## config.mk

```make
export PLATFORM = sky130hd
export DESIGN_NAME = instr_prefetch_buffer
export DESIGN_NICKNAME = d
export VERILOG_FILES = /design/src/rtl/instr_prefetch_buffer.sv
export SDC_FILE = /design/constraint.sdc
export NUM_CORES = 1
export LEC_CHECK = 0
export BUFFER_PORTS_ARGS = -buffer_cell sky130_fd_sc_hd__buf_4
export CAP_MARGIN = 0
export CELL_PAD_IN_SITES_DETAIL_PLACEMENT = 1
export CELL_PAD_IN_SITES_GLOBAL_PLACEMENT = 1
export CORE_ASPECT_RATIO = 1.4
export CORE_MARGIN = 2
export CORE_UTILIZATION = 50
export CTS_CLUSTER_DIAMETER = 50
export DETAILED_ROUTE_END_ITERATION = 7
export HOLD_SLACK_MARGIN = 0.02
export PLACE_DENSITY = 0.88
export SYNTH_ARGS = -nofsm -noshare
export SYNTH_HDL_FRONTEND = slang
export SYNTH_SLANG_ARGS = --single-unit
```

## constraint.sdc

```tcl
create_clock -name clk -period 9.05 [get_ports clk]
set_input_delay 0.905 -clock clk [delete_from_list [all_inputs] [get_ports clk]]
set_output_delay 0.905 -clock clk [all_outputs]
set_load 0.05 [all_outputs]
```

## src/rtl/instr_prefetch_buffer.sv

```systemverilog
// ---------------------------------------------------------------------------
// instr_prefetch_buffer
//
// Instruction prefetcher placed in front of the CPU instruction port. It
// issues pipelined Avalon-MM reads for sequential words, buffers the returned
// words in an in-order FIFO and presents instruction + PC to the consumer
// over a valid/ready handshake. A redirect flushes the FIFO, restarts fetch
// at the new PC and discards every response still in flight.
//
// Parameters:
//   DEPTH     FIFO entries and maximum outstanding reads (power of two, >=2)
//   RESET_PC  first fetch address after reset
//
// Ports:
//   clk, rst                 clock; asynchronous active-low reset
//   redirect, redirect_pc    flush and restart fetch at redirect_pc & ~3
//   out_valid/out_ready      consumer handshake
//   out_instr, out_pc        word at the FIFO head and its address
//   mem_address, mem_read    Avalon read request (held while waitrequest)
//   mem_waitrequest          agent stall
//   mem_readdatavalid/data   in-order read responses
//   mem_byteenable           constant 4'b1111
//
// Optional feature macro: PREFETCH_BYPASS_EN
//   When defined, a response arriving while the FIFO is empty (and nothing
//   is being dropped or redirected) is presented combinationally in the same
//   cycle; it is consumed without a FIFO write when out_ready is high.
// ---------------------------------------------------------------------------
module instr_prefetch_buffer #(
    parameter int unsigned DEPTH    = 4,
    parameter logic [31:0] RESET_PC = 32'h0000_0000
) (
    input  logic        clk,
    input  logic        rst,
    input  logic        redirect,
    input  logic [31:0] redirect_pc,
    output logic        out_valid,
    input  logic        out_ready,
    output logic [31:0] out_instr,
    output logic [31:0] out_pc,
    output logic [31:0] mem_address,
    output logic        mem_read,
    input  logic        mem_waitrequest,
    input  logic        mem_readdatavalid,
    input  logic [31:0] mem_readdata,
    output logic [3:0]  mem_byteenable
);

    localparam int unsigned AW = $clog2(DEPTH);
    localparam int unsigned CW = AW + 1;

    logic [31:0]   fifo_q [DEPTH];
    logic [AW-1:0] rd_ptr;
    logic [AW-1:0] wr_ptr;
    logic [CW-1:0] count;
    logic [CW-1:0] outstanding;
    logic [CW-1:0] drop;
    logic [31:0]   fetch_pc;
    logic [31:0]   out_pc_q;
    // A redirect that lands on a stalled request is parked here until the
    // old request is accepted, so the Avalon address stays stable.
    logic [31:0]   redir_pc;
    logic          redir_pend;

    logic          credit_ok;
    logic          accept;
    logic          rsp;
    logic          rsp_keep;
    logic          bypass;
    logic          bypass_take;
    logic          push;
    logic          pop;
    logic          consume;
    logic [CW-1:0] out_nxt;
    logic [31:0]   new_pc;

    assign new_pc = {redirect_pc[31:2], 2'b00};

    // Responses decrement outstanding while pushing, so occupancy+outstanding
    // bounds the FIFO fill and a full FIFO can never receive a response.
    assign credit_ok = ({1'b0, count} + {1'b0, outstanding}) < (CW + 1)'(DEPTH);

    assign mem_read       = rst & (credit_ok | redir_pend);
    assign mem_address    = fetch_pc;
    assign mem_byteenable = 4'b1111;

    assign accept   = mem_read & ~mem_waitrequest;
    assign rsp      = mem_readdatavalid;
    assign rsp_keep = rsp & (drop == '0) & ~redirect;
    assign out_nxt  = outstanding + CW'(accept) - CW'(rsp);

`ifdef PREFETCH_BYPASS_EN
    assign bypass      = (count == '0) & rsp_keep;
    assign bypass_take = bypass & out_ready;
    assign out_instr   = (count == '0) ? mem_readdata : fifo_q[rd_ptr];
`else
    assign bypass      = 1'b0;
    assign bypass_take = 1'b0;
    assign out_instr   = fifo_q[rd_ptr];
`endif

    assign out_valid = (count != '0) | bypass;
    assign out_pc    = out_pc_q;
    assign push      = rsp_keep & ~bypass_take;
    assign pop       = (count != '0) & out_ready & ~redirect;
    assign consume   = pop | bypass_take;

    always_ff @(posedge clk) begin
        if (push) begin
            fifo_q[wr_ptr] <= mem_readdata;
        end
    end

    always_ff @(posedge clk or negedge rst) begin
        if (!rst) begin
            rd_ptr      <= '0;
            wr_ptr      <= '0;
            count       <= '0;
            outstanding <= '0;
            drop        <= '0;
            fetch_pc    <= RESET_PC;
            out_pc_q    <= RESET_PC;
            redir_pc    <= RESET_PC;
            redir_pend  <= 1'b0;
        end else begin
            outstanding <= out_nxt;
            if (redirect) begin
                rd_ptr   <= '0;
                wr_ptr   <= '0;
                count    <= '0;
                // Every read issued up to and including this cycle is stale.
                drop     <= out_nxt;
                out_pc_q <= new_pc;
                if (mem_read && mem_waitrequest) begin
                    redir_pend <= 1'b1;
                    redir_pc   <= new_pc;
                end else begin
                    redir_pend <= 1'b0;
                    fetch_pc   <= new_pc;
                end
            end else begin
                if (push) begin
                    wr_ptr <= wr_ptr + AW'(1);
                end
                if (pop) begin
                    rd_ptr <= rd_ptr + AW'(1);
                end
                count <= count + CW'(push) - CW'(pop);
                if (consume) begin
                    out_pc_q <= out_pc_q + 32'd4;
                end
                // The parked stale request joins the drop count once accepted.
                drop <= drop - CW'(rsp && (drop != '0)) + CW'(accept && redir_pend);
                if (accept) begin
                    if (redir_pend) begin
                        fetch_pc   <= redir_pc;
                        redir_pend <= 1'b0;
                    end else begin
                        fetch_pc <= fetch_pc + 32'd4;
                    end
                end
            end
        end
    end

    // A response with nothing outstanding is an interconnect protocol error.
    always_ff @(posedge clk) begin
        if (rst) begin
            rsp_without_read: assert (!(mem_readdatavalid && (outstanding == '0)));
        end
    end

endmodule

```

# After elaboration in Yosys (flattened, before gate mapping)

Memory sizes are Yosys's and may differ from the RTL's.
Cells that the tools add are included.

Flip-flop bits (word level): 108
RAM bits: 128
Output and inout bits: 102
Memories: 1

$add $sub $neg: 11
$lt $le $gt $ge: 1
Equality and inequality tests: 1
Muxes and demuxes: 17
Bitwise gates (word level): 9
Reduce and logical (&&, ||, !) cells: 11

Memory list:

| memory | depth | bits a word | read ports | clocked after Yosys merged registers in | wr ports | RTL line | text |
|---|---|---|---|---|---|---|---|
| fifo_q | 4     | 32          | 1          | 0                                       | 1        | 52       | `logic [31:0] fifo_q [DEPTH];` |

Operators by type and width:

| operator                                            | number |
|---|---|
| two-way mux 32 bit                                  | 6 |
| adder 32 x 3 -> 32 bit (second input constant)      | 2 |
| adder 3 x 1 -> 3 bit                                | 3 |
| subtractor 3 x 1 -> 3 bit                           | 3 |
| two-way mux 2 bit                                   | 4 |
| AND 1 bit                                           | 6 |
| two-way mux 3 bit                                   | 2 |
| nonzero test 2 bit                                  | 3 |
| nonzero test 3 bit                                  | 2 |
| two-way mux 1 bit                                   | 5 |
| adder 2 x 1 -> 2 bit (second input constant)        | 2 |
| adder 3 x 3 -> 4 bit                                | 1 |
| < comparator 4 x 3 -> 1 bit (second input constant) | 1 |
| AND reduction 2 bit                                 | 2 |
| logical AND 1 bit                                   | 3 |
| zero test 3 bit                                     | 1 |
| != test 2 bit (second input constant)               | 1 |
| NOT 1 bit                                           | 2 |
| bitwise OR 1 bit                                    | 1 |

# Longest topological paths before layout

Gate-level depths: netlist of run 1.

Depth in word-level cells: 8
Gate-level depth with buffers: 12
Mapped depth without buffers: 12

# Least setup slack after synthesis of run 1

No wires, ideal clock.

Kind: input-to-reg
Start point: input port redirect
End point: register count[2]
Data arrival time: 2.874 ns
Required time: 8.919 ns
Slack: 6.044 ns
Stages on the path: 10
Buffers on the path: 3
Cells stage by stage: clkbuf_1 clkbuf_1 buf_1 nor2_1 ha_1 inv_1 ha_1 fa_1 xnor2_1 nor2_1

Word-level cells in the longest chain between the ends: 5

RTL lines:

| element                   | RTL line | text |
|---|---|---|
| start: declaration        | 35       | `input logic redirect,` |
| NOT 1 bit                 | 89, 105  |  |
| AND 1 bit                 | 89       | `assign rsp_keep = rsp & (drop == '0) & ~redirect;` |
| adder 3 x 1 -> 3 bit      | 148      | `count <= count + CW'(push) - CW'(pop);` |
| subtractor 3 x 1 -> 3 bit | 148      |  |
| two-way mux 3 bit *       | 127      | `if (redirect) begin` |
| end signal: assignment    | 148      |  |
| end: declaration          | 55       | `logic [CW-1:0] count;` |

Every way passes the cells marked *; elsewhere a longest branch is shown, timed or not.
A chain may end at the register's enable or synchronous reset.

# Worst setup path in the final report of run 1

Start point: input port rst
End point: register drop[2]

Word-level cells in the longest chain between the ends: 5

RTL lines:

| element                                                           | RTL line | text |
|---|---|---|
| start: declaration                                                | 34       | `input logic rst,` |
| AND 1 bit *                                                       | 83       | `assign mem_read = rst & (credit_ok \| redir_pend);` |
| AND 1 bit *                                                       | 87       | `assign accept = mem_read & ~mem_waitrequest;` |
| adder 3 x 1 -> 3 bit or logical AND 1 bit (tied branches)         | 90, 153  |  |
| subtractor 3 x 1 -> 3 bit or adder 3 x 1 -> 3 bit (tied branches) | 90, 153  |  |
| two-way mux 3 bit *                                               | 127      |  |
| end signal: assignment                                            | 132      | `drop <= out_nxt;` |
| end signal: assignment                                            | 153      | `drop <= drop - CW'(rsp && (drop != '0)) + CW'(accept && redir_pend);` |
| end: declaration                                                  | 57       | `logic [CW-1:0] drop;` |

Marked as above.

==> results of run 1 <==
metrics by stage:
stage,setup WS [ns],hold slack (ns)
after floorplan,6.04,0.470
final,5.57,0.458
after global routing,5.28,0.513
after global placement,5.05,0.480
after CTS,5.52,0.495
after detailed placement,5.01,0.485
routing by layer:
layer	track usage, %	share of wire [%]	up-vias	wire [um]
met5	0	0	-	0
met4	6.55	1.9	0	531
met3	3.90	4.9	45	1370
met2	44.9	54	220	14800
met1	30.6	40	3692	11000
li1	-	-	3272	-
power groups by stage:
stage | combinational [mW] | sequential [mW] | clock (mW)
after floorplan | 0.780 | 1.76 | 0
after CTS | 1.48 | 1.53 | 1.03
final | 1.46 | 1.53 | 1.01
after detailed placement | 1.46 | 1.54 | 0
after global routing | 1.56 | 1.56 | 1.06
after global placement | 1.42 | 1.53 | 0
placed cells by master (no fill, tap or decap), types with 20 or more instances in the layout:
| master | count |
|---|---|
| sky130_fd_sc_hd__nand2_1 | 65 |
| sky130_fd_sc_hd__a31oi_1 | 21 |
| sky130_fd_sc_hd__edfxtp_1 | 128 |
| sky130_fd_sc_hd__nand3_1 | 21 |
| sky130_fd_sc_hd__nor2_1 | 34 |
| sky130_fd_sc_hd__dfrtp_1 | 103 |
| sky130_fd_sc_hd__inv_1 | 20 |
| sky130_fd_sc_hd__clkbuf_16 | 25 |
| sky130_fd_sc_hd__mux4_2 | 32 |
| sky130_fd_sc_hd__o21ai_0 | 34 |
| sky130_fd_sc_hd__buf_4 | 173 |
| sky130_fd_sc_hd__a21oi_1 | 21 |
| sky130_fd_sc_hd__mux2_2 | 35 |
| sky130_fd_sc_hd__xor2_1 | 21 |
| sky130_fd_sc_hd__xnor2_1 | 26 |
registers in the layout, summed over array words and instances, names as in the netlist:
name,cells
out_pc,30
wr_ptr,2
count,3
redir_pc,30
drop,3
rd_ptr,2
redir_pend,1
outstanding,3
fifo_q,128
mem_address,30
synth_stat cells, types with 10 or more instances:
cell type | instances | area [um^2]
sky130_fd_sc_hd__clkbuf_1 | 24 | 90.1
sky130_fd_sc_hd__o21ai_0 | 34 | 170
sky130_fd_sc_hd__xnor2_1 | 26 | 228
sky130_fd_sc_hd__nand2_1 | 66 | 248
sky130_fd_sc_hd__ha_1 | 14 | 175
sky130_fd_sc_hd__o211ai_1 | 13 | 97.6
sky130_fd_sc_hd__inv_1 | 20 | 75.1
sky130_fd_sc_hd__mux2_2 | 35 | 394
sky130_fd_sc_hd__edfxtp_1 | 128 | 3840
sky130_fd_sc_hd__o21a_1 | 13 | 97.6
sky130_fd_sc_hd__buf_2 | 10 | 50.1
sky130_fd_sc_hd__nand3_1 | 21 | 105
sky130_fd_sc_hd__nand4_1 | 18 | 113
sky130_fd_sc_hd__a21oi_1 | 21 | 105
sky130_fd_sc_hd__xor2_1 | 21 | 184
sky130_fd_sc_hd__dfrtp_1 | 104 | 2600
sky130_fd_sc_hd__nor2_1 | 34 | 128
sky130_fd_sc_hd__and3_1 | 12 | 75.1
sky130_fd_sc_hd__mux4_2 | 32 | 721
sky130_fd_sc_hd__nor3_1 | 13 | 65.1
sky130_fd_sc_hd__a31oi_1 | 21 | 131
worst reg2reg max path, delay by kind of cell (launching register included):
kind                       cells  cell delay, ns
AOI/OAI and AO/OA              2            0.28
buffers and inverters          1            0.04
DFF                            1            0.46
and+or+nand+nor                2            0.84
adders and majority gates      4            1.19
xor gates and xnor gates       2            0.32
worst max path at each step:
stage / slack (ns) / end / depth (start not counted) / startpoint
2_1_floorplan: 6.04 / count[2] / 10 / redirect
3_3_place_gp: 5.05 / drop[2] / 11 / rst
3_5_place_dp: 5.01 / drop[2] / 11 / rst
4_1_cts: 5.52 / drop[2] / 11 / rst
5_1_grt: 5.28 / drop[2] / 11 / rst
6_report: 5.57 / drop[2] / 11 / rst
cells by family after synthesis:
family | count (synthesis)
XOR/XNOR | 47
AND/OR/NAND/NOR | 208
flip-flops | 232
adder cells (fa/ha/maj) | 17
other | 2
AO/OA/AOI/OAI | 143
buffers and inverters | 70
multiplexers | 68
cell type report:
cell class              instances  area share, %
well taps                     256           2.51
repair buffers                173           10.2
multi-input cells             491           29.9
flip-flops and latches        232           50.4
inverters                      23          0.675
clock inverters                16           1.38
clock buffers                  28           4.98
==> run summary, run 1 <==
RUN STATUS
-------------------------------------------------------------------------------------
Status                                                                      completed

CRITICAL PATH
-------------------------------------------------------------------------------------
Register-to-register path setup slack                                         5.79 ns
Crit path largest cell delay                                                  0.56 ns
Required time at the endpoint of the critical path                            9.43 ns
Category of the worst setup path launch point                               input pin
Largest driver fanout on the critical path                                         57
Launch point of the worst reg-to-reg path                                    count[2]
Highest-delay cell along the critical path                               sky130_fd_sc_hd__buf_4
Endpoint class of the critical path                                          register
Critical R2R Capture                                                          drop[2]
Worst reg2reg path depth                                                           11
Worst EP arrival                                                              3.86 ns
Cell Chain, Critical Path                                                buf_4, nor4b_1, a22oi_2, or3_1, ha_1, inv_1, ha_1, fa_1, xnor2_1, xnor2_1, a21oi_1
Top Family by Delay on Critical Path                                      adder cells
Classification of the worst setup path                                   input pin to register
Buffering stage count on the worst path with inverters included                     2

POWER AND IR DROP
-------------------------------------------------------------------------------------
Power consumption                                                             4.00 mW
Sequential power share                                                          38.3%
Switching power as a share of total power                                       39.2%
Relative contribution of combinational cells to total power                     36.6%
Leakage power total                                                           4.86 nW
Switch Pwr                                                                    1.57 mW
Portion of total power attributed to the clock network                          25.2%
Cell area power density                                                   313 mW/mm^2
Internal portion of total power                                               2.43 mW
Worst ir drop on vdd                                                         0.230 mV

GLOBAL ROUTE
-------------------------------------------------------------------------------------
Overall track demand over capacity in global routing                            24.7%
Antenna violations before repair                                                    0
Vias in the first global route                                                  7,874
First-pass GRT wire length                                                  43,100 um
Largest net degree at the start of global routing                                  74
Remaining global-route overflow                                                     0

LOGIC SYNTHESIS
-------------------------------------------------------------------------------------
Fraction of the mapped netlist area in compound gates                           9.03%
Count of yosys warnings during synthesis                                            0
Main flop type after synthesis                                           sky130_fd_sc_hd__edfxtp_1
Fraction of registers with async set or reset after synthesis                   44.8%
Xor and xnor area share after synthesis                                         3.91%
Register bit total from synthesis                                                 232
Simple-gate share of the synthesized area                                       9.96%
Dominant combinational cell family by area after synthesis               multiplexers
Post-synthesis instance total                                                     787
Number of enable-type register cells in the synthesized netlist                   128
Cell variety after synth                                                           62
Post-synthesis average cell area                                            13.4 um^2
Sequential element share of the synthesized area                                61.2%
Post-synthesis mux area share                                                   10.7%
Post-synthesis instance area                                              0.0105 mm^2
Fraction of the mapped netlist area in adder cells                              2.23%

TIMING
-------------------------------------------------------------------------------------
Setup repair after global routing missed its margin                             false
Final Max Tran Viols                                                                0
Final hold violations                                                               0
Transition time of the tightest slew-check pin                               0.858 ns
Clock skew after layout                                                     0.0238 ns
Setup TNS                                                                        0 ns
Worst slew margin relative to its limit                                         42.6%
Final Cycle Share                                                               38.5%
Endpoints failing setup                                                             0
Shortest period the worst path allows                                         3.48 ns
Achievable frequency                                                          287 MHz

CTS
-------------------------------------------------------------------------------------
Quantity of gates resized following cts                                             0
Clock insertion delay at the later pin of the skew report                     0.51 ns
CTS tree                                                                         done
Clock tree sinks                                                                  232
Setup repair bufs after CTS                                                         0
Number of buffers created by CTS                                                   24
H-Tree Level Count                                                                  1
Hold_buf cts                                                                        0
Buffers from clock root to sink, at most                                            3
Clock-pin slew of the registers on the worst-case setup and hold paths        0.07 ns
Cell at the root of the clock tree                                       sky130_fd_sc_hd__clkbuf_16

FINISH
-------------------------------------------------------------------------------------
Post-layout utilization of the core                                             62.2%
Count of filler cells inserted in the layout                                    2,033
Layout overhead on the synthesized area                                         21.4%
Sequential cell area                                                     0.00645 mm^2
Area of combinational cells with multiple inputs                         0.00382 mm^2
Post-route insts no fill                                                        1,219
Final standard cell area without fillers                                  0.0128 mm^2
Count of antenna diodes in the layout                                               0
Fraction of final layout cells sized beyond drive strength 1                    30.4%
Final net count                                                                 1,032

FLOW RUN
-------------------------------------------------------------------------------------
Max-Cap Viols                                                                       0

MIN PATH
-------------------------------------------------------------------------------------
Hold WC Path Type                                                        input pin to async pin

ROUTING
-------------------------------------------------------------------------------------
Average vias per placed instance                                                 5.93
Wire length per cell                                                          22.7 um
Total routed wirelength                                                     27,700 um
Antenna-violating nets left                                                         0
Number of vias in the routed layout                                             7,229
Detailed Routing Iterations Pass 1                                                  4
DRC                                                                                 0
Violation count after the first detailed-routing iteration                        331

FLOORPLAN
-------------------------------------------------------------------------------------
Initial Util                                                                    51.2%
Top-level port count                                                              172
Height of the die                                                              176 um
Die width                                                                      127 um
Row Count                                                                          62
Die area                                                                  0.0223 mm^2
Std-Cell Core Area                                                        0.0206 mm^2

PLACE
-------------------------------------------------------------------------------------
Detailed-placement wirelength estimate                                      18,800 um
Number of I/O port buffers                                                        161
GP Congestion                                                                   0.845
Number of cells after detailed placement                                        1,175
Total placed instance area                                                0.0120 mm^2

(Power assumes the default switching activity.)
==> run 2: changes to the inputs <==
--- a/config.mk
+++ b/config.mk
@@ -11,11 +11,11 @@
 export CELL_PAD_IN_SITES_GLOBAL_PLACEMENT = 1
 export CORE_ASPECT_RATIO = 1.4
 export CORE_MARGIN = 2
-export CORE_UTILIZATION = 50
+export CORE_UTILIZATION = 42
 export CTS_CLUSTER_DIAMETER = 50
 export DETAILED_ROUTE_END_ITERATION = 7
 export HOLD_SLACK_MARGIN = 0.02
-export PLACE_DENSITY = 0.88
+export PLACE_DENSITY = 0.79
 export SYNTH_ARGS = -nofsm -noshare
 export SYNTH_HDL_FRONTEND = slang
 export SYNTH_SLANG_ARGS = --single-unit
==> constraint.sdc (replaced) <==
create_clock -name clk -period 2.85 [get_ports clk]
set_input_delay 0.285 -clock clk [delete_from_list [all_inputs] [get_ports clk]]
set_output_delay 0.285 -clock clk [all_outputs]
set_load 0.05 [all_outputs]
==> run summary, run 2 (synthesis gave the netlist of run 1 again) <==
FLOORPLAN
-------------------------------------------------------------------------------------
Std-Cell Core Area                                                        0.0247 mm^2   +20%
Initial Util                                                                    42.7%   -8.5 points
Die area                                                                  0.0264 mm^2   +19%
Row Count                                                                          68   +9.7%
Height of the die                                                              191 um   +8.9%
Top-level port count                                                              172   unchanged
Die width                                                                      138 um   +8.8%

POWER AND IR DROP
-------------------------------------------------------------------------------------
Portion of total power attributed to the clock network                          26.8%   +1.6 points
Sequential power share                                                          36.2%   -2.1 points
Relative contribution of combinational cells to total power                     37.0%   +0.4 points
Cell area power density                                                   968 mW/mm^2   +210%
Switching power as a share of total power                                       38.3%   -0.86 points
Switch Pwr                                                                    5.12 mW   +230%
Internal portion of total power                                               8.25 mW   +240%
Leakage power total                                                           5.27 nW   +8.4%
Worst ir drop on vdd                                                         0.790 mV   +240%

TIMING
-------------------------------------------------------------------------------------
Final Max Tran Viols                                                                0   unchanged
Setup TNS                                                                        0 ns   unchanged
Transition time of the tightest slew-check pin                               0.634 ns   -0.225 ns
Endpoints failing setup                                                             0   unchanged
Final hold violations                                                               0   unchanged
Worst slew margin relative to its limit                                         57.8%   +15 points
Final Cycle Share                                                               97.0%
Shortest period the worst path allows                                         2.76 ns
Clock skew after layout                                                     0.0134 ns   -0.0103 ns
Setup repair after global routing missed its margin                              true
Achievable frequency                                                          362 MHz

FINISH
-------------------------------------------------------------------------------------
Leading cell type in the layout, fill and taps excluded                  sky130_fd_sc_hd__buf_4
Count of filler cells inserted in the layout                                    2,497   +23%
Commonest non-fill, non-tap cells in the layout                          sky130_fd_sc_hd__buf_4, sky130_fd_sc_hd__edfxtp_1, sky130_fd_sc_hd__dfrtp_1
Final standard cell area without fillers                                  0.0138 mm^2   +8.1%
Flip-flop count of the largest register, all copies and words added               128   unchanged
Area of combinational cells with multiple inputs                         0.00386 mm^2   +1.0%
Fraction of final layout cells sized beyond drive strength 1                    30.8%   +0.37 points
Layout overhead on the synthesized area                                         31.2%
Final net count                                                                 1,116   +8.1%
Biggest register                                                               fifo_q
Sequential cell area                                                     0.00645 mm^2   unchanged

PLACE
-------------------------------------------------------------------------------------
GP Congestion                                                                   0.844   -0.14%
Number of I/O port buffers                                                        161   unchanged
Detailed-placement wirelength estimate                                      19,500 um   +3.7%
Total placed instance area                                                0.0122 mm^2   +2.0%

CRITICAL PATH
-------------------------------------------------------------------------------------
Critical R2R Capture                                                          drop[2]
Required time at the endpoint of the critical path                            3.23 ns   -6.20 ns
Largest driver fanout on the critical path                                          2   -96%
Top Family by Delay on Critical Path                                      adder cells
Highest-delay cell along the critical path                               sky130_fd_sc_hd__dfrtp_1
Endpoint class of the critical path                                          register
Number of logic stages on the critical path including buffering                    11   unchanged
Buffering stage count on the worst path with inverters included                     1   -1
Crit path largest cell delay                                                  0.41 ns   -0.15 ns
Classification of the worst setup path                                   register to register
Worst reg2reg path depth                                                           11   unchanged
Category of the worst setup path launch point                                register
Launch point of the worst reg-to-reg path                                    count[2]
Register-to-register path setup slack                                         0.09 ns   -5.70 ns
Worst EP arrival                                                              3.14 ns   -0.72 ns
Cell Chain, Critical Path                                                ha_4, nor4b_4, a22oi_2, or3_1, ha_1, inv_1, ha_2, fa_2, xnor2_2, xnor2_1, a21oi_1

ROUTING
-------------------------------------------------------------------------------------
DRC                                                                                 0   unchanged
Detailed Routing Iterations Pass 1                                                  4   unchanged
Average vias per placed instance                                                 5.53   -6.7%
Antenna-violating nets left                                                         0   unchanged
Total routed wirelength                                                     28,700 um   +3.9%
Wire length per cell                                                          21.1 um   -7.2%
Number of vias in the routed layout                                             7,550   +4.4%
Violation count after the first detailed-routing iteration                        399   +21%

RUN STATUS
-------------------------------------------------------------------------------------
Status                                                                      completed

CTS
-------------------------------------------------------------------------------------
Cell at the root of the clock tree                                       sky130_fd_sc_hd__clkbuf_16
Buffers from clock root to sink, at most                                            3   unchanged
Clock insertion delay at the later pin of the skew report                     0.52 ns   about the same
Clock tree sinks                                                                  232   unchanged
Number of buffers created by CTS                                                   26   +8.3%
Clock-pin slew of the registers on the worst-case setup and hold paths        0.07 ns   about the same
H-Tree Level Count                                                                  1   unchanged
CTS tree                                                                         done

MIN PATH
-------------------------------------------------------------------------------------
Worst Min Path Start                                                     redirect_pc[30]
Hold Path End                                                              out_pc[30]
Hold WC Path Type                                                        input pin to register
Number of cells on the worst hold path                                              2

GLOBAL ROUTE
-------------------------------------------------------------------------------------
Remaining global-route overflow                                                     0   unchanged
Overall track demand over capacity in global routing                            22.2%   -2.5 points
Antenna violations before repair                                                    1   +1
First-pass GRT wire length                                                  44,900 um   +4.1%
Vias in the first global route                                                  8,231   +4.5%
Largest net degree at the start of global routing                                  69   -6.8%

FLOW RUN
-------------------------------------------------------------------------------------
Max-Cap Viols                                                                       0   unchanged

==> run 2: metrics by stage <==
| stage | setup slack [ns] | hold WS [ns] | util [%] | std cells | total power, mW |
|---|---|---|---|---|---|
| floorplan | 0.0259 | -0.0106 | - | 793 | 8.06 |
| global placement | 0.0438 | 0.266 | 49.5 | 1253 | 9.53 |
| detailed placement | -0.0866 | 0.274 | 49.5 | 1253 | 9.68 |
| CTS | 0.0458 | 0.0215 | 55.9 | 1363 | 13.4 |
| global route | -0.0118 | 0.0375 | 56.0 | 1364 | 14.0 |
| finish | 0.0864 | 0.0368 | 56.0 | 1365 | 13.4 |
==> run 2: how the worst max path moves through the flow <==
stage,startpoint,to,slack (ns)
3_3_place_gp,count[2],drop[2],0.04
5_1_grt,outstanding[1],drop[2],-0.01
3_5_place_dp,count[2],drop[2],-0.09
4_1_cts,count[2],drop[2],0.05
2_1_floorplan,count[2],drop[2],0.03
6_report,count[2],drop[2],0.09
==> run 2: routing by layer <==
layer / wire length (um) / vias up / share of wire, % / GRT usage [%]
met4: 454 / 0 / 1.6 / 4.79
met2: 15100 / 245 / 53 / 40.5
met5: 0 / - / 0 / 0
met3: 1520 / 36 / 5.3 / 3.29
met1: 11600 / 3826 / 40 / 27.6
li1: - / 3443 / - / -
==> run 2: area by class of cell <==
type	count	area share, %
sequential	232	46.7
antenna	1	0.0181
timing repair buffer	255	15.2
inverter	23	0.625
tap	315	2.85
clock inverter	18	1.78
multi-input combinational	491	27.9
clock buffer	30	4.97
==> run 2: power by group through the flow <==
stage | registers [mW] | clock network [mW] | logic (mW)
3_5_place_dp | 4.87 | 0 | 4.81
4_1_cts | 4.82 | 3.66 | 4.96
3_3_place_gp | 4.85 | 0 | 4.68
2_1_floorplan | 5.57 | 0 | 2.49
5_1_grt | 4.92 | 3.79 | 5.28
6_report | 4.84 | 3.59 | 4.95
==> run 2: what timing repair did <==
| item | 4_1_cts | 5_1_grt |
|---|---|---|
| hold buffers | 61 | 1 |
| hold endpoints to repair | 217 | 1 |
| buffers inserted | 1 | 0 |
| cloned | 0 | 0 |
| pin swaps | 2 | 1 |
| resized for setup | 4 | 2 |
| setup endpoints to repair | 2 | 1 |
==> run 3: changes to the inputs <==
--- a/config.mk
+++ b/config.mk
@@ -11,11 +11,11 @@
 export CELL_PAD_IN_SITES_GLOBAL_PLACEMENT = 1
 export CORE_ASPECT_RATIO = 1.4
 export CORE_MARGIN = 2
-export CORE_UTILIZATION = 42
+export CORE_UTILIZATION = 46
 export CTS_CLUSTER_DIAMETER = 50
 export DETAILED_ROUTE_END_ITERATION = 7
 export HOLD_SLACK_MARGIN = 0.02
-export PLACE_DENSITY = 0.79
+export PLACE_DENSITY = 0.82
 export SYNTH_ARGS = -nofsm -noshare
 export SYNTH_HDL_FRONTEND = slang
 export SYNTH_SLANG_ARGS = --single-unit
==> constraint.sdc (replaced) <==
create_clock -name clk -period 3.1 [get_ports clk]
set_input_delay 0.31 -clock clk [delete_from_list [all_inputs] [get_ports clk]]
set_output_delay 0.31 -clock clk [all_outputs]
set_load 0.05 [all_outputs]
==> run summary, run 3 (synthesis gave the netlist of run 1 again) <==
MIN PATH
-------------------------------------------------------------------------------------
Hold WC Path Type                                                        input pin to register
Number of cells on the worst hold path                                              2   unchanged
Worst Min Path Start                                                     redirect_pc[25]
Hold Path End                                                            redir_pc[25]

CRITICAL PATH
-------------------------------------------------------------------------------------
Category of the worst setup path launch point                                register
CP dominant cell by count                                                sky130_fd_sc_hd__ha_1
Cell Chain, Critical Path                                                ha_1, nor4b_2, a22oi_2, buf_4, inv_2, nand2b_1, ha_1, inv_1, ha_1, fa_1, xnor2_1, nor2_1, a21oi_1
Classification of the worst setup path                                   register to register
Crit path largest cell delay                                                  0.39 ns   -0.02 ns
Register-to-register path setup slack                                         0.21 ns   +0.13 ns
Worst EP arrival                                                              3.31 ns   +0.17 ns
Launch point of the worst reg-to-reg path                                outstanding[2]
Largest driver fanout on the critical path                                          6   +4
Endpoint class of the critical path                                          register
Critical R2R Capture                                                          drop[2]
Worst reg2reg path depth                                                           13   +2
Highest-delay cell along the critical path                               sky130_fd_sc_hd__dfrtp_1
Required time at the endpoint of the critical path                            3.53 ns   +0.30 ns

ROUTING
-------------------------------------------------------------------------------------
Violation count after the first detailed-routing iteration                        441   +11%
Wire length per cell                                                          21.7 um   +3.2%
Average vias per placed instance                                                 5.70   +3.1%
Detailed Routing Iterations Pass 1                                                  5   +1
Total routed wirelength                                                     28,400 um   -1.2%
Number of vias in the routed layout                                             7,445   -1.4%
Antenna-violating nets left                                                         0   unchanged
DRC                                                                                 0   unchanged

CTS
-------------------------------------------------------------------------------------
Cell at the root of the clock tree                                       sky130_fd_sc_hd__clkbuf_16
Clock-pin slew of the registers on the worst-case setup and hold paths        0.06 ns   about the same
Number of buffers created by CTS                                                   24   -7.7%
Clock insertion delay at the later pin of the skew report                     0.51 ns   about the same
H-Tree Level Count                                                                  1   unchanged
Buffers from clock root to sink, at most                                            3   unchanged
Clock tree sinks                                                                  232   unchanged
CTS tree                                                                         done
Setup repair bufs after CTS                                                         0   -1

GLOBAL ROUTE
-------------------------------------------------------------------------------------
Largest net degree at the start of global routing                                  72   +4.3%
Overall track demand over capacity in global routing                            23.9%   +1.7 points
First-pass GRT wire length                                                  45,500 um   +1.4%
Vias in the first global route                                                  8,003   -2.8%
Antenna violations before repair                                                    0   -1
Remaining global-route overflow                                                     0   unchanged

TIMING
-------------------------------------------------------------------------------------
Endpoints failing setup                                                             0   unchanged
Setup TNS                                                                        0 ns   unchanged
Transition time of the tightest slew-check pin                               0.774 ns   +0.140 ns
Setup repair after global routing missed its margin                             false
Shortest period the worst path allows                                         2.89 ns   +0.122 ns
Clock skew after layout                                                    0.00884 ns   -0.00460 ns
Achievable frequency                                                          347 MHz   -4.2%
Final hold violations                                                               0   unchanged
Worst slew margin relative to its limit                                         48.4%   -9.4 points
Post-route worst setup slack                                                 0.214 ns   +0.128 ns
Final Cycle Share                                                               93.1%   -3.9 points
Final Max Tran Viols                                                                0   unchanged

FINISH
-------------------------------------------------------------------------------------
Leading cell type in the layout, fill and taps excluded                  sky130_fd_sc_hd__buf_4
Count of filler cells inserted in the layout                                    2,283   -8.6%
Flip-flop count of the largest register, all copies and words added               128   unchanged
Layout overhead on the synthesized area                                         26.0%
Final net count                                                                 1,074   -3.8%
Commonest non-fill, non-tap cells in the layout                          sky130_fd_sc_hd__buf_4, sky130_fd_sc_hd__edfxtp_1, sky130_fd_sc_hd__dfrtp_1
Fraction of final layout cells sized beyond drive strength 1                    29.7%   -1.1 points
Biggest register                                                               fifo_q
Count of antenna diodes in the layout                                               0   -1

POWER AND IR DROP
-------------------------------------------------------------------------------------
Worst ir drop on vdd                                                         0.900 mV   +14%
Cell area power density                                                   891 mW/mm^2   -8.0%
Leakage power total                                                           5.04 nW   -4.4%

FLOORPLAN
-------------------------------------------------------------------------------------
Row Count                                                                          65   -4.4%
Die width                                                                      132 um   -4.3%
Height of the die                                                              183 um   -4.4%
Top-level port count                                                              172   unchanged
Initial Util                                                                    46.7%   +4.1 points
Die area                                                                  0.0241 mm^2   -8.5%
Std-Cell Core Area                                                        0.0225 mm^2   -8.7%

RUN STATUS
-------------------------------------------------------------------------------------
Status                                                                      completed

PLACE
-------------------------------------------------------------------------------------
Detailed-placement wirelength estimate                                      19,100 um   -2.0%
Number of I/O port buffers                                                        161   unchanged
Post-placement setup slack                                                   0.140 ns   +0.227 ns
GP Congestion                                                                   0.871   +3.2%

FLOW RUN
-------------------------------------------------------------------------------------
Max-Cap Viols                                                                       0   unchanged

==> run 3: how the worst max path moves through the flow <==
stage	start	to	slack [ns]	depth (start not counted)
detailed placement	outstanding[2]	drop[2]	0.14	13
global placement	count[2]	drop[2]	0.24	11
CTS	outstanding[2]	drop[2]	0.13	11
global route	outstanding[2]	drop[2]	0.05	11
finish	outstanding[2]	drop[2]	0.21	13
floorplan	count[2]	drop[2]	0.22	11
==> run 3: power by group <==
| part | internal [mW] | leakage (nW) | switching, mW |
|---|---|---|---|
| Combinational | 1.64 | 2.25 | 2.70 |
| Clock | 1.83 | 0.386 | 1.17 |
| Sequential | 3.81 | 2.40 | 0.673 |
| Total | 7.28 | 5.04 | 4.54 |
==> run 3: metrics by stage <==
step | utilization [%] | instances | area (um^2) | hold WS, ns | power, mW
2_1_floorplan | - | 793 | 10600 | 0.0144 | 7.40
3_3_place_gp | 53.7 | 1229 | 12100 | 0.481 | 8.66
3_5_place_dp | 53.7 | 1229 | 12100 | 0.489 | 8.82
4_1_cts | 58.9 | 1306 | 13300 | 0.0222 | 11.9
5_1_grt | 58.9 | 1306 | 13300 | 0.0278 | 12.4
6_report | 58.9 | 1306 | 13300 | 0.0386 | 11.8
==> run 3: worst max-delay path: cells and delay by family (launching register included) <==
kind	cells	cell delay (ns)
buffers and inverters	3	0.33
xor gates and xnor gates	1	0.22
AOI/OAI and AO/OA	2	0.25
DFF	1	0.39
and+or+nand+nor	3	0.46
adders and majority gates	4	1.14
==> run 3: final cells by class <==
type | count | area [um^2] | share of cell area (%)
Clock buffer | 31 | 658 | 4.96
Clock inverter | 13 | 166 | 1.25
Inverter | 23 | 86.3 | 0.651
Multi-Input combinational cell | 491 | 3820 | 28.8
Sequential cell | 232 | 6450 | 48.6
Tap cell | 301 | 377 | 2.84
Timing Repair Buffer | 215 | 1710 | 12.9
==> run 3: layer usage <==
layer	vias up	wire length [um]	track usage [%]
li1	3361	-	-
met2	250	14900	43.2
met1	3786	11200	29.4
met5	-	0	0
met3	48	1560	3.65
met4	0	744	7.57
==> run 3: timing repair <==
item                                    in CTS  in global routing
resized for setup                            0                  1
hold endpoints to repair                   175                  0
hold buffers                                33                  0
endpoints found under the setup margin       0                  1
